<file path="config.mk">
export PLATFORM = sky130hd
export DESIGN_NAME = vga_pmod_monitor
export DESIGN_NICKNAME = d
export VERILOG_FILES = /design/src/rtl/vga_timing_pkg.sv /design/src/rtl/vga_pmod_monitor_crc.sv /design/src/rtl/vga_pmod_monitor.sv
export SDC_FILE = /design/constraint.sdc
export NUM_CORES = 1
export LEC_CHECK = 0
export CORE_MARGIN = 5
export CORE_UTILIZATION = 49
export DETAILED_ROUTE_END_ITERATION = 7
export PLACE_DENSITY = 0.72
export SYNTH_ARGS = -nofsm -noshare
export SYNTH_HDL_FRONTEND = slang
export SYNTH_SLANG_ARGS = --single-unit
export TNS_END_PERCENT = 1
</file>
<file path="constraint.sdc">
create_clock -name clk -period 5.4 [get_ports clk]
set_input_delay 1.08 -clock clk [delete_from_list [all_inputs] [get_ports clk]]
set_output_delay 1.08 -clock clk [all_outputs]
set_load 0.02 [all_outputs]
</file>
<file path="src/rtl/vga_timing_pkg.sv">
// Shared 640x480@60 timing, TinyVGA Pmod bit map and monitor FSM states.
package vga_timing_pkg;

  localparam int unsigned H_ACTIVE_DEF = 640;
  localparam int unsigned H_FP_DEF     = 16;
  localparam int unsigned H_SYNC_DEF   = 96;
  localparam int unsigned H_BP_DEF     = 48;
  localparam int unsigned V_ACTIVE_DEF = 480;
  localparam int unsigned V_FP_DEF     = 10;
  localparam int unsigned V_SYNC_DEF   = 2;
  localparam int unsigned V_BP_DEF     = 33;
  localparam int unsigned H_TOT_DEF    = H_SYNC_DEF + H_BP_DEF + H_ACTIVE_DEF + H_FP_DEF;
  localparam int unsigned V_TOT_DEF    = V_SYNC_DEF + V_BP_DEF + V_ACTIVE_DEF + V_FP_DEF;

  // Pmod bus bit positions; syncs are active-low.
  localparam int unsigned BIT_HS = 7;
  localparam int unsigned BIT_VS = 3;
  localparam int unsigned BIT_R1 = 0;
  localparam int unsigned BIT_R0 = 4;
  localparam int unsigned BIT_G1 = 1;
  localparam int unsigned BIT_G0 = 5;
  localparam int unsigned BIT_B1 = 2;
  localparam int unsigned BIT_B0 = 6;

  localparam logic [15:0] CRC_INIT = 16'hFFFF;
  localparam logic [15:0] CRC_POLY = 16'h1021;

  typedef enum logic [1:0] {
    SEARCH,
    LINE_LOCK,
    LOCKED
  } mon_state_t;

endpackage

</file>
<file path="src/rtl/vga_pmod_monitor_crc.sv">
// Combinational CRC-16-CCITT step over one 6-bit word, MSB first.
module crc16_ccitt_6b
  import vga_timing_pkg::*;
(
  input  logic [15:0] crc,
  input  logic [5:0]  data,
  output logic [15:0] crc_next_c
);

  // Bit-serial shift unrolled across the six data bits.
  always_comb begin
    crc_next_c = crc;
    for (int i = 5; i >= 0; i--) begin
      if (crc_next_c[15] ^ data[i]) begin
        crc_next_c = {crc_next_c[14:0], 1'b0} ^ CRC_POLY;
      end else begin
        crc_next_c = {crc_next_c[14:0], 1'b0};
      end
    end
  end

endmodule

</file>
<file path="src/rtl/vga_pmod_monitor.sv">
// Receive-side TinyVGA Pmod monitor: lock to timing, emit pixels, check timing, frame CRC.
module vga_pmod_monitor
  import vga_timing_pkg::*;
#(
  parameter int unsigned H_ACTIVE = H_ACTIVE_DEF,
  parameter int unsigned H_FP     = H_FP_DEF,
  parameter int unsigned H_SYNC   = H_SYNC_DEF,
  parameter int unsigned H_BP     = H_BP_DEF,
  parameter int unsigned V_ACTIVE = V_ACTIVE_DEF,
  parameter int unsigned V_FP     = V_FP_DEF,
  parameter int unsigned V_SYNC   = V_SYNC_DEF,
  parameter int unsigned V_BP     = V_BP_DEF
) (
  input  logic        clk,
  input  logic        rst_n,
  input  logic [7:0]  vga_in,
  output logic        pix_valid,
  output logic [9:0]  pix_x,
  output logic [9:0]  pix_y,
  output logic [5:0]  pix_rgb,
  output logic        frame_start,
  output logic        locked,
  output logic        line_err,
  output logic        frame_err,
  output logic [7:0]  err_count,
  output logic [15:0] frame_crc,
  output logic        frame_crc_valid
);

  localparam int unsigned CW      = 10;
  localparam int unsigned H_TOT   = H_SYNC + H_BP + H_ACTIVE + H_FP;
  localparam int unsigned V_TOT   = V_SYNC + V_BP + V_ACTIVE + V_FP;
  localparam int unsigned H_START = H_SYNC + H_BP;
  localparam int unsigned H_END   = H_START + H_ACTIVE - 1;
  localparam int unsigned V_START = V_SYNC + V_BP;
  localparam int unsigned V_END   = V_START + V_ACTIVE - 1;
  localparam logic [CW-1:0] CNT_MAX = '1;

  logic [7:0]    s_cur;
  logic          hs_prev, vs_prev;
  logic          hs_fall_c, hs_rise_c, vs_fall_c;
  logic [5:0]    rgb_c;
  logic [CW-1:0] h_q, v_q, h_nxt_c, v_nxt_c;
  logic [5:0]    rgb_q;
  logic          le_c, fe_c, le_q, fe_q, fs_q;
  logic          act_c, last_pix_c;
  logic [8:0]    err_sum_c;
  logic [15:0]   crc_q, crc_nxt_c;
  mon_state_t    state_q, state_nxt;

  // Input register; only the sync bits of the previous sample are needed.
  always_ff @(posedge clk or negedge rst_n) begin
    if (!rst_n) begin
      s_cur   <= '1;
      hs_prev <= 1'b1;
      vs_prev <= 1'b1;
    end else begin
      s_cur   <= vga_in;
      hs_prev <= s_cur[BIT_HS];
      vs_prev <= s_cur[BIT_VS];
    end
  end

  assign hs_fall_c = hs_prev & ~s_cur[BIT_HS];
  assign hs_rise_c = ~hs_prev & s_cur[BIT_HS];
  assign vs_fall_c = vs_prev & ~s_cur[BIT_VS];
  assign rgb_c     = {s_cur[BIT_R1], s_cur[BIT_R0], s_cur[BIT_G1],
                      s_cur[BIT_G0], s_cur[BIT_B1], s_cur[BIT_B0]};

  // Position counters for the current sample; vsync fall overrides the line step.
  always_comb begin
    h_nxt_c = (h_q == CNT_MAX) ? h_q : h_q + CW'(1);
    if (hs_fall_c) h_nxt_c = '0;
    v_nxt_c = v_q;
    if (vs_fall_c) begin
      v_nxt_c = '0;
    end else if (hs_fall_c && v_q != CNT_MAX) begin
      v_nxt_c = v_q + CW'(1);
    end
  end

  // Timing checks: hsync period and width once tracking, frame length once locked.
  always_comb begin
    le_c = 1'b0;
    fe_c = 1'b0;
    if (state_q != SEARCH) begin
      le_c = (hs_fall_c && h_q != CW'(H_TOT - 1)) ||
             (hs_rise_c && h_nxt_c != CW'(H_SYNC));
    end
    if (state_q == LOCKED) begin
      fe_c = vs_fall_c && v_q != CW'(V_TOT - 1);
    end
  end

  // Lock FSM next state.
  always_comb begin
    state_nxt = state_q;
    case (state_q)
      SEARCH:    if (hs_fall_c) state_nxt = LINE_LOCK;
      LINE_LOCK: if (vs_fall_c) state_nxt = LOCKED;
      LOCKED:    if (le_c)      state_nxt = SEARCH;
      default:                  state_nxt = SEARCH;
    endcase
  end

  // Lock FSM state register.
  always_ff @(posedge clk or negedge rst_n) begin
    if (!rst_n) state_q <= SEARCH;
    else        state_q <= state_nxt;
  end

  // Decode stage: counters, colour and event flags aligned to one sample.
  always_ff @(posedge clk or negedge rst_n) begin
    if (!rst_n) begin
      h_q   <= '0;
      v_q   <= '0;
      rgb_q <= '0;
      le_q  <= 1'b0;
      fe_q  <= 1'b0;
      fs_q  <= 1'b0;
    end else begin
      h_q   <= h_nxt_c;
      v_q   <= v_nxt_c;
      rgb_q <= rgb_c;
      le_q  <= le_c;
      fe_q  <= fe_c;
      fs_q  <= vs_fall_c;
    end
  end

  assign act_c = (state_q == LOCKED) &&
                 h_q >= CW'(H_START) && h_q <= CW'(H_END) &&
                 v_q >= CW'(V_START) && v_q <= CW'(V_END);
  assign err_sum_c  = 9'(err_count) + 9'(le_q) + 9'(fe_q);
  assign last_pix_c = pix_valid && pix_x == CW'(H_ACTIVE - 1) && pix_y == CW'(V_ACTIVE - 1);

  crc16_ccitt_6b u_crc (
    .crc        (crc_q),
    .data       (rgb_q),
    .crc_next_c (crc_nxt_c)
  );

  // Output stage: pixel stream, status pulses and saturating error count.
  always_ff @(posedge clk or negedge rst_n) begin
    if (!rst_n) begin
      pix_valid   <= 1'b0;
      pix_x       <= '0;
      pix_y       <= '0;
      pix_rgb     <= '0;
      frame_start <= 1'b0;
      locked      <= 1'b0;
      line_err    <= 1'b0;
      frame_err   <= 1'b0;
      err_count   <= '0;
    end else begin
      pix_valid   <= act_c;
      if (act_c) begin
        pix_x   <= h_q - CW'(H_START);
        pix_y   <= v_q - CW'(V_START);
        pix_rgb <= rgb_q;
      end
      frame_start <= fs_q;
      locked      <= (state_q == LOCKED);
      line_err    <= le_q;
      frame_err   <= fe_q;
      err_count   <= (err_sum_c > 9'd255) ? 8'hFF : err_sum_c[7:0];
    end
  end

  // Running frame CRC, published one clock after the last active pixel.
  always_ff @(posedge clk or negedge rst_n) begin
    if (!rst_n) begin
      crc_q           <= CRC_INIT;
      frame_crc       <= '0;
      frame_crc_valid <= 1'b0;
    end else begin
      if (fs_q) begin
        crc_q <= CRC_INIT;
      end else if (act_c) begin
        crc_q <= crc_nxt_c;
      end
      frame_crc_valid <= last_pix_c;
      if (last_pix_c) frame_crc <= crc_q;
    end
  end

endmodule

</file>
==> reports/metrics.yaml, run 1 <==
status: "finished, final reports clean"
tns_ns: 0
cp-start-kind: "flip-flop"
antenna_found_initial: 0
drt_iter0_markers: 227
numPortBuffers: 65
cap_violations: 0
gr-total-overflow: 0
synth_edf_count: 0
synthDominantCellAreaShare_pct: 43.0
dieArea_um2: 12500
pin_count: 66
first_pass_iters: 4
p_total_mw: 2.46
synth.avg_cell_area_um2: 10.5
die_h_um: 112
cts.clk_slew.worst_paths_ns: 0.06
crit_chain: "or3_1 > or3_1 > o41ai_2 > nand4_1 > buf_4 > mux2_2"
hold_violations: 0
htree_levels: 4
grt.total_usage_pct: 18.5
crit_path_frequent_cell: "or3_1"
skew_ns: 0.00718
nets: 560
synth-seq-cells: 113
irDropWorstVdd_mv: 0.216
drc: 0
rows: 37
post_cts_buffers: 0
ant_nets: 0
avgViaCountPerCell: 5.32
numCtsBuffers: 17
max_slew_margin_pct: 35.9
ys_warn_count: 0
synth_area_leaders: "dfrtp_1 (43%), dfstp_2 (14%), nand2_1 (5.9%)"
critPathRequiredTime_ns: 5.78
root_buffer: "clkbuf_8"
crit_family: "simple AND/OR/NAND/NOR gates"
wire_per_inst_um: 15.6
insertion_delay_ns: 0.50
instances_no_fill: 688
fin_crit_ns: 3.23
clk_path_buf_depth: 2
synth_common_cells: "dfrtp_1 (87), nand2_1 (79), nor2_1 (41)"
finalCritPeriodShare_pct: 59.9
power_density_nw_per_um2: 383
antenna_cells: 0
cts_tree: "yes"
ys_seq_area_share_pct: 56.6
holdBufCountCts: 0
finalSetupViolCount: 0
post-synth-top-count-cell: "dfrtp_1"
die_x_um: 112
vias: 3660
cts_resized: 0
async_flop_share_pct: 100
worstSetupEndpointType: "flip-flop"
grt_max_degree: 66
hold_path_class: "flip-flop to flip-flop"
crit_buf_inv: 1
leakage_nw: 2.85
path_max_fanout: 56
slew_violations: 0
place_inst: 656
synthDistinctLibCells: 47
syn_inst: 482
cts.sinks: 113
grt_pass1_vias: 3774
drive_gt1_share_pct: 13.2
core_um2: 10200
tightest_slew_ns: 0.960
grt_pass1_wl_um: 18600
start_util_pct: 49.7
synth_area_um2: 5060
fmax_ghz: 0.309
rsz0062_at_grt: "no"
hpwl_um: 7130
syn_to_final_growth_pct: 26.9
drt-total-wl_um: 10800
critical_path.slowest_cell: "nand4_1"
place_congestion: 0.882
synth_fp_nets: 503
cp_slowest_stage_delay_ns: 0.61
cp.arrival_ns: 3.62
worst-setup-path-type: "flip-flop to flip-flop"
synth_largest_area_cell: "dfrtp_1"
synth_ff_type: "dfrtp_1"
r2r_slack_ns: 2.17
[stage by stage]
stage          worst slack (ns)  instance area (um^2)  utilization (%)  hold slack (ns)
3_5_place_dp               2.25                  5750             56.5            0.360
3_3_place_gp               2.36                  5750             56.5            0.357
4_1_cts                    2.20                  6420             63.0            0.369
6_report                   2.17                  6420             63.0            0.366
2_1_floorplan              3.11                  5060                -            0.354
5_1_grt                    1.92                  6420             63.0            0.372
[placed cells by master, fill, tap and decap left out, drive strengths merged, types with 7 or more instances in the layout]
cell type | Yosys | layout
nand4 | 10 | 10
nor2 | 41 | 41
nor2b | 7 | 7
nand2 | 79 | 79
ha | 10 | 10
inv | 9 | 10
xnor2 | 29 | 29
clkbuf | 21 | 19
nor3 | 9 | 9
o21ai | 26 | 26
a31oi | 8 | 8
clkdlybuf4s50 | 0 | 64
dfrtp | 87 | 87
nand3 | 10 | 10
xor2 | 16 | 16
mux2 | 9 | 9
a21oi | 18 | 18
a211o | 9 | 9
dfstp | 26 | 26
[final cells by class]
cell class,count,area (um^2)
fill,813,3770
sequential,113,2860
multi-input combinational,330,2020
timing repair buffer,68,671
clock buffer,19,432
clock inverter,13,233
tap,136,170
inverter,9,33.8
[metal layers]
metal / vias up / track usage (%) / wire length, um
met5: - / 0 / 0
met4: 0 / 6.41 / 75
met3: 8 / 4.95 / 509
met2: 113 / 29.3 / 5290
met1: 1782 / 24.8 / 4890
li1: 1757 / - / -
[cells by family (layout without fill, tap and decap cells)]
group	Yosys count	after routing	share of synthesized area, %
flip-flops	113	113	56.6
adder cells (fa/ha/maj)	11	11	2.87
AND/OR/NAND/NOR	191	191	17.8
multiplexers	11	11	2.40
AO/OA/AOI/OAI	72	72	9.03
buffers and inverters	39	109	3.51
XOR/XNOR	45	45	7.79
[power by group]
group          switching, mW  internal, mW
clock network          0.384         0.856
registers             0.0666         0.907
logic                  0.133         0.113
total                  0.584          1.88
[flip-flops by register name (all words and copies together) (netlist names), 2 cells and up]
| register | cells |
|---|---|
| frame_crc | 16 |
| pix_x | 10 |
| rgb_q | 6 |
| pix_y | 10 |
| h_q | 10 |
| pix_rgb | 6 |
| s_cur | 8 |
| crc_q | 16 |
| state_q | 2 |
| v_q | 10 |
| err_count | 8 |
[final timing paths]
path	startpoint	endpoint	cells past startpoint
max in group asynchronous	rst_n	pix_rgb[0]	2
min in group asynchronous	rst_n	h_q[6]	1
worst min-delay path	s_cur[3]	vs_prev	0
worst min register to register	s_cur[3]	vs_prev	0
worst max register to register	v_q[6]	pix_rgb[2]	6
worst max-delay path	v_q[6]	pix_rgb[2]	6
(Power assumes the default switching activity.)
==> run 2: changes to the inputs <==
--- a/config.mk
+++ b/config.mk
@@ -8,7 +8,7 @@
 export CORE_MARGIN = 5
 export CORE_UTILIZATION = 49
 export DETAILED_ROUTE_END_ITERATION = 7
-export PLACE_DENSITY = 0.72
+export PLACE_DENSITY = 0.75
 export SYNTH_ARGS = -nofsm -noshare
 export SYNTH_HDL_FRONTEND = slang
 export SYNTH_SLANG_ARGS = --single-unit
==> constraint.sdc (replaced) <==
create_clock -name clk -period 2.7 [get_ports clk]
set_input_delay 0.54 -clock clk [delete_from_list [all_inputs] [get_ports clk]]
set_output_delay 0.54 -clock clk [all_outputs]
set_load 0.02 [all_outputs]
==> run 2 against run 1 <==
Maximum frequency is 34% higher. Setup slack lost 1.9 ns. Routed wire length increased by 1.8%. Combinational power increased by 100%. Clock power grew 90%. Global-route usage rose by 0.31 points. Largest power group unchanged.
==> reports/metrics.yaml, run 2 (same netlist as run 1, synthesis figures left out) <==
insertion_delay_ns: 0.51  # about the same
crit_path_frequent_cell: "or3_1"
die_x_um: 112  # unchanged
finalSetupViolCount: 0  # unchanged
grt_max_degree: 76  # +15%
clk_path_buf_depth: 2  # unchanged
critPathRequiredTime_ns: 3.09  # -2.69 ns
crit_chain: "or3_1 > or3_1 > o41ai_2 > nand4_1 > buf_12 > mux2_2"
drive_gt1_share_pct: 14.1  # +0.88 points
cts.clk_slew.worst_paths_ns: 0.06  # about the same
syn_to_final_growth_pct: 28.0
layout_common_cells: "dfrtp_1 (87), nand2_1 (79), clkdlybuf4s50_1 (64), nor2_1 (41), xnor2_1 (29)"
numPortBuffers: 65  # unchanged
hold_violations: 0  # unchanged
wire_per_inst_um: 15.7  # +0.62%
worstSetupEndpointType: "flip-flop"
tightest_slew_ns: 0.744  # -0.217 ns
cp-start-kind: "flip-flop"
critical_path.slowest_cell: "dfrtp_1"
r2r_start: "v_q[7]"
die_h_um: 112  # unchanged
start_util_pct: 49.7  # unchanged
worst-setup-path-type: "flip-flop to flip-flop"
nets: 568  # +1.4%
cts_tree: "yes"
tns_ns: 0  # unchanged
pin_count: 66  # unchanged
skew_ns: 0.0172  # +0.0101 ns
numCtsBuffers: 17  # unchanged
leakage_nw: 2.88  # +1.1%
slew_violations: 0  # unchanged
holdWs_ns: 0.0313  # -0.335 ns
gr-total-overflow: 0  # unchanged
core_um2: 10200  # unchanged
drt-total-wl_um: 11000  # +1.8%
grt_pass1_vias: 3795  # +0.56%
hpwl_um: 7570  # +6.2%
status: "finished, final reports clean"
post_cts_buffers: 0  # unchanged
grt_pass1_wl_um: 18900  # +1.7%
holdBufCountCts: 0  # unchanged
layout_commonest_cell: "dfrtp_1"
fin_crit_ns: 2.42  # -0.819 ns
root_buffer: "clkbuf_8"
cts_resized: 0  # unchanged
antenna_cells: 0  # unchanged
place_congestion: 0.940  # +6.6%
rsz0062_at_grt: "no"
ant_nets: 0  # unchanged
antenna_found_initial: 0  # unchanged
cap_violations: 0  # unchanged
avgViaCountPerCell: 5.35  # +0.50%
drc: 0  # unchanged
dieArea_um2: 12500  # unchanged
finalCritPeriodShare_pct: 89.5  # +30 points
largest_registers: "crc_q: 16 flops, frame_crc: 16 flops"
cp.arrival_ns: 2.81  # -0.81 ns
path_max_fanout: 75  # +34%
power_density_nw_per_um2: 744  # +94%
grt.total_usage_pct: 18.8  # +0.31 points
fmax_ghz: 0.414  # +34%
rows: 37  # unchanged
crit_start: "v_q[7]"
cts.sinks: 113  # unchanged
htree_levels: 4  # unchanged
first_pass_iters: 5  # +1
cp_slowest_stage_delay_ns: 0.45  # -0.16 ns
crit_buf_inv: 1  # unchanged
irDropWorstVdd_mv: 0.409  # +90%
crit_family: "simple AND/OR/NAND/NOR gates"
max_slew_margin_pct: 50.4  # +15 points
hold_path_class: "primary input to asynchronous set/reset pin"
drt_iter0_markers: 157  # -31%
vias: 3721  # +1.7%
==> run 2: stage by stage <==
stage	power, mW	util, %	cells	cell area [um^2]	worst slack, ns
floorplan	2.23	-	482	5060	0.406
global placement	2.47	57.3	664	5840	0.392
detailed placement	2.48	57.3	664	5840	0.304
CTS	4.86	63.6	696	6470	0.293
global route	5.01	63.6	696	6470	0.156
finish	4.81	63.6	696	6470	0.284
==> run 2: routing by layer <==
layer  global-route usage, %  part of all wire [%]  vias up  wire [um]
met3                    4.51                   5.5        8        600
met5                       0                     0        -          0
li1                        -                     -     1779          -
met2                    29.8                    48      112       5280
met1                    25.0                    46     1822       5000
met4                    7.62                  0.73        0         80
==> run 2: final timing paths <==
check,end,slack [ns],depth (start not counted)
worst max-delay path,pix_rgb[0],0.28,6
worst min-delay path,v_q[7],0.03,1
worst max register to register,pix_rgb[0],0.28,6
worst min register to register,vs_prev,0.37,0
max in group asynchronous,hs_prev,1.92,2
min in group clk,vs_prev,0.37,0
==> run 2: worst reg2reg max path, stage by stage, from the launching register on <==
cell     delay, ns
dfrtp_1       0.45
or3_1         0.41
or3_1         0.36
o41ai_2       0.31
nand4_1       0.19
buf_12        0.26
mux2_2        0.33
==> run 2: report_power, final <==
| part | total, mW | internal, mW | switching, mW |
|---|---|---|---|
| combinational | 0.504 | 0.235 | 0.270 |
| sequential | 1.95 | 1.81 | 0.132 |
| clock | 2.36 | 1.60 | 0.762 |
==> run 2: area by class of cell <==
| cell class | instances | area (um^2) |
|---|---|---|
| Tap cell | 136 | 170 |
| Timing Repair Buffer | 76 | 756 |
| Multi-Input combinational cell | 330 | 2020 |
| Clock buffer | 24 | 480 |
| Fill cell | 819 | 3710 |
| Sequential cell | 113 | 2860 |
| Clock inverter | 8 | 153 |
| Inverter | 9 | 33.8 |
==> run 3: changes to the inputs <==
--- a/config.mk
+++ b/config.mk
@@ -5,10 +5,11 @@
 export SDC_FILE = /design/constraint.sdc
 export NUM_CORES = 1
 export LEC_CHECK = 0
-export CORE_MARGIN = 5
 export CORE_UTILIZATION = 49
+export CTS_BUF_LIST = sky130_fd_sc_hd__clkbuf_2
 export DETAILED_ROUTE_END_ITERATION = 7
 export PLACE_DENSITY = 0.75
+export SLEW_MARGIN = 25
 export SYNTH_ARGS = -nofsm -noshare
 export SYNTH_HDL_FRONTEND = slang
 export SYNTH_SLANG_ARGS = --single-unit
==> run 3 against run 2 <==
Global-route usage rose by 2.0 points. Combinational power is 2% lower. Sequential cell count is the same. Sequential share of layout area up 2.8 points. Core utilization decreased by 2.1 points. First-iteration DRC count increased by 27%. Maximum frequency down 0.79%. Setup slack worse by 0.019 ns. Largest cell class unchanged. Highest routed layer unchanged.
==> reports/metrics.yaml, run 3 (same netlist as run 1, synthesis figures left out) <==
status: "finished, final reports clean"
grt_max_degree: 114  # +50%
hold_path_class: "primary input to flip-flop"
place_congestion: 0.897  # -4.5%
grt.total_usage_pct: 20.8  # +2.0 points
post_cts_buffers: 0  # unchanged
grt_pass1_wl_um: 17600  # -7.0%
drive_gt1_share_pct: 13.8  # -0.28 points
p_int_mw: 2.64  # -28%
place_inst: 657  # -1.1%
die_h_um: 104  # -7.2%
critPathRequiredTime_ns: 3.24  # +0.15 ns
setup_ws_ns: 0.265  # -0.0193 ns
start_util_pct: 51.0  # +1.4 points
worst-setup-path-type: "flip-flop to flip-flop"
vias: 3729  # +0.21%
drt-total-wl_um: 10400  # -5.2%
insertion_delay_ns: 0.65  # +0.14 ns
cp.arrival_ns: 2.97  # +0.16 ns
finalSetupViolCount: 0  # unchanged
avgViaCountPerCell: 5.40  # +1.1%
path_max_fanout: 60  # -20%
layout_common_cells: "dfrtp_1 (87), nand2_1 (79), clkdlybuf4s50_1 (64), nor2_1 (41), xnor2_1 (29)"
antenna_cells: 0  # unchanged
syn_to_final_growth_pct: 20.5
cts.sinks: 113  # unchanged
drc: 0  # unchanged
pin_count: 66  # unchanged
die_x_um: 104  # -7.2%
dieArea_um2: 10700  # -14%
r2r_slack_ns: 0.26  # -0.02 ns
clkPwrFrac_pct: 34.0  # -15 points
switchingPower_mw: 1.05  # -9.8%
hold_violations: 0  # unchanged
fin_crit_ns: 2.44  # +0.0193 ns
cts.clk_slew.worst_paths_ns: 0.17  # +0.11 ns
tightest_slew_ns: 0.758  # +0.0141 ns
cts_tree: "yes"
skew_ns: 0.0205  # +0.00322 ns
drt_iter0_markers: 200  # +27%
holdBufCountCts: 1  # +1
finish.instance_area_um2: 6090  # -5.9%
fillCellCount: 821  # +0.24%
numCtsBuffers: 17  # unchanged
first_pass_iters: 7  # +2
layout_commonest_cell: "dfrtp_1"
clk_path_buf_depth: 2  # unchanged
rsz0062_at_grt: "no"
place_ws_ns: 0.321  # +0.0175 ns
numPortBuffers: 65  # unchanged
cp-start-kind: "flip-flop"
slew_violations: 0  # unchanged
hold_depth: 1
nets: 565  # -0.53%
wire_per_inst_um: 15.1  # -4.4%
fmax_ghz: 0.411  # -0.79%
cap_violations: 0  # unchanged
multi_input_area_um2: 2020  # unchanged
grt_pass1_vias: 3575  # -5.8%
antenna_found_initial: 0  # unchanged
core_um2: 9910  # -2.7%
switching_share_pct: 28.4  # +4.3 points
htree_levels: 4  # unchanged
power_density_nw_per_um2: 606  # -19%
sequentialPowerShare_pct: 52.6  # +12 points
root_buffer: "clkbuf_2"
worstSetupEndpointType: "flip-flop"
instances_no_fill: 690  # -0.86%
finalCritPeriodShare_pct: 90.2  # +0.72 points
leakage_nw: 2.71  # -5.7%
largest_registers: "crc_q: 16 flops, frame_crc: 16 flops"
gr-total-overflow: 0  # unchanged
max_slew_margin_pct: 49.5  # -0.94 points
p_total_mw: 3.69  # -23%
regArea_um2: 2860  # unchanged
combinationalPowerShare_pct: 13.4  # +2.9 points
postPlaceCellArea_um2: 5810  # -0.58%
tns_ns: 0  # unchanged
hpwl_um: 6920  # -8.5%
irDropWorstVdd_mv: 0.297  # -27%
reg2reg_depth: 6  # unchanged
cts_resized: 0  # unchanged
ant_nets: 0  # unchanged
rows: 36  # -2.7%
-- run 3: cell types whose count changed in the layout (fill, tap and decap cells not counted), moves of 3 or more --
| cell | change |
|---|---|
| clkbuf_2 | +17 |
| clkbuf_16 | -16 |
| clkbuf_8 | -5 |
| buf_4 | -4 |
| clkinv_2 | +4 |
| clkbuf_1 | -3 |
-- run 3: through the flow --
step / util (%) / hold slack, ns
global placement: 58.6 / 0.357
global route: 61.5 / 0.213
finish: 61.5 / 0.269
CTS: 61.5 / 0.230
detailed placement: 58.6 / 0.360
floorplan: - / 0.244
-- run 3: final timing paths --
path                            from  endpoint
max reg2reg                   v_q[1]  pix_x[3]
min                        vga_in[2]  s_cur[2]
min reg2reg                 s_cur[3]   vs_prev
max                           v_q[1]  pix_x[3]
max in group asynchronous      rst_n  crc_q[8]
min in group asynchronous      rst_n  pix_y[8]
-- run 3: metal layers --
layer / wire length [um] / track usage [%]
met1: 4750 / 28.6
met2: 4910 / 31.8
met3: 590 / 4.15
met4: 137 / 9.42
met5: 0 / 0
-- run 3: layout make-up --
cell class / count / area share, %
clock buffers: 17 / 1.40
inverters: 9 / 0.555
clock inverters: 15 / 3.14
well taps: 133 / 2.73
multi-input cells: 330 / 33.1
repair buffers: 73 / 12.1
flip-flops and latches: 113 / 47.0
-- run 3: critical path: stages, from the launching register on --
cell,delay [ns]
dfrtp_1,0.47
ha_1,0.30
o41a_1,0.39
or3_1,0.37
nand4_1,0.15
buf_12,0.27
mux2_2,0.37
-- run 3: power groups by stage --
| stage | Clock (mW) | Combinational, mW | Sequential, mW |
|---|---|---|---|
| 2_1_floorplan | 0 | 0.241 | 1.99 |
| 3_3_place_gp | 0 | 0.481 | 1.96 |
| 3_5_place_dp | 0 | 0.496 | 1.97 |
| 4_1_cts | 1.28 | 0.500 | 1.94 |
| 5_1_grt | 1.36 | 0.553 | 1.97 |
| 6_report | 1.25 | 0.495 | 1.94 |
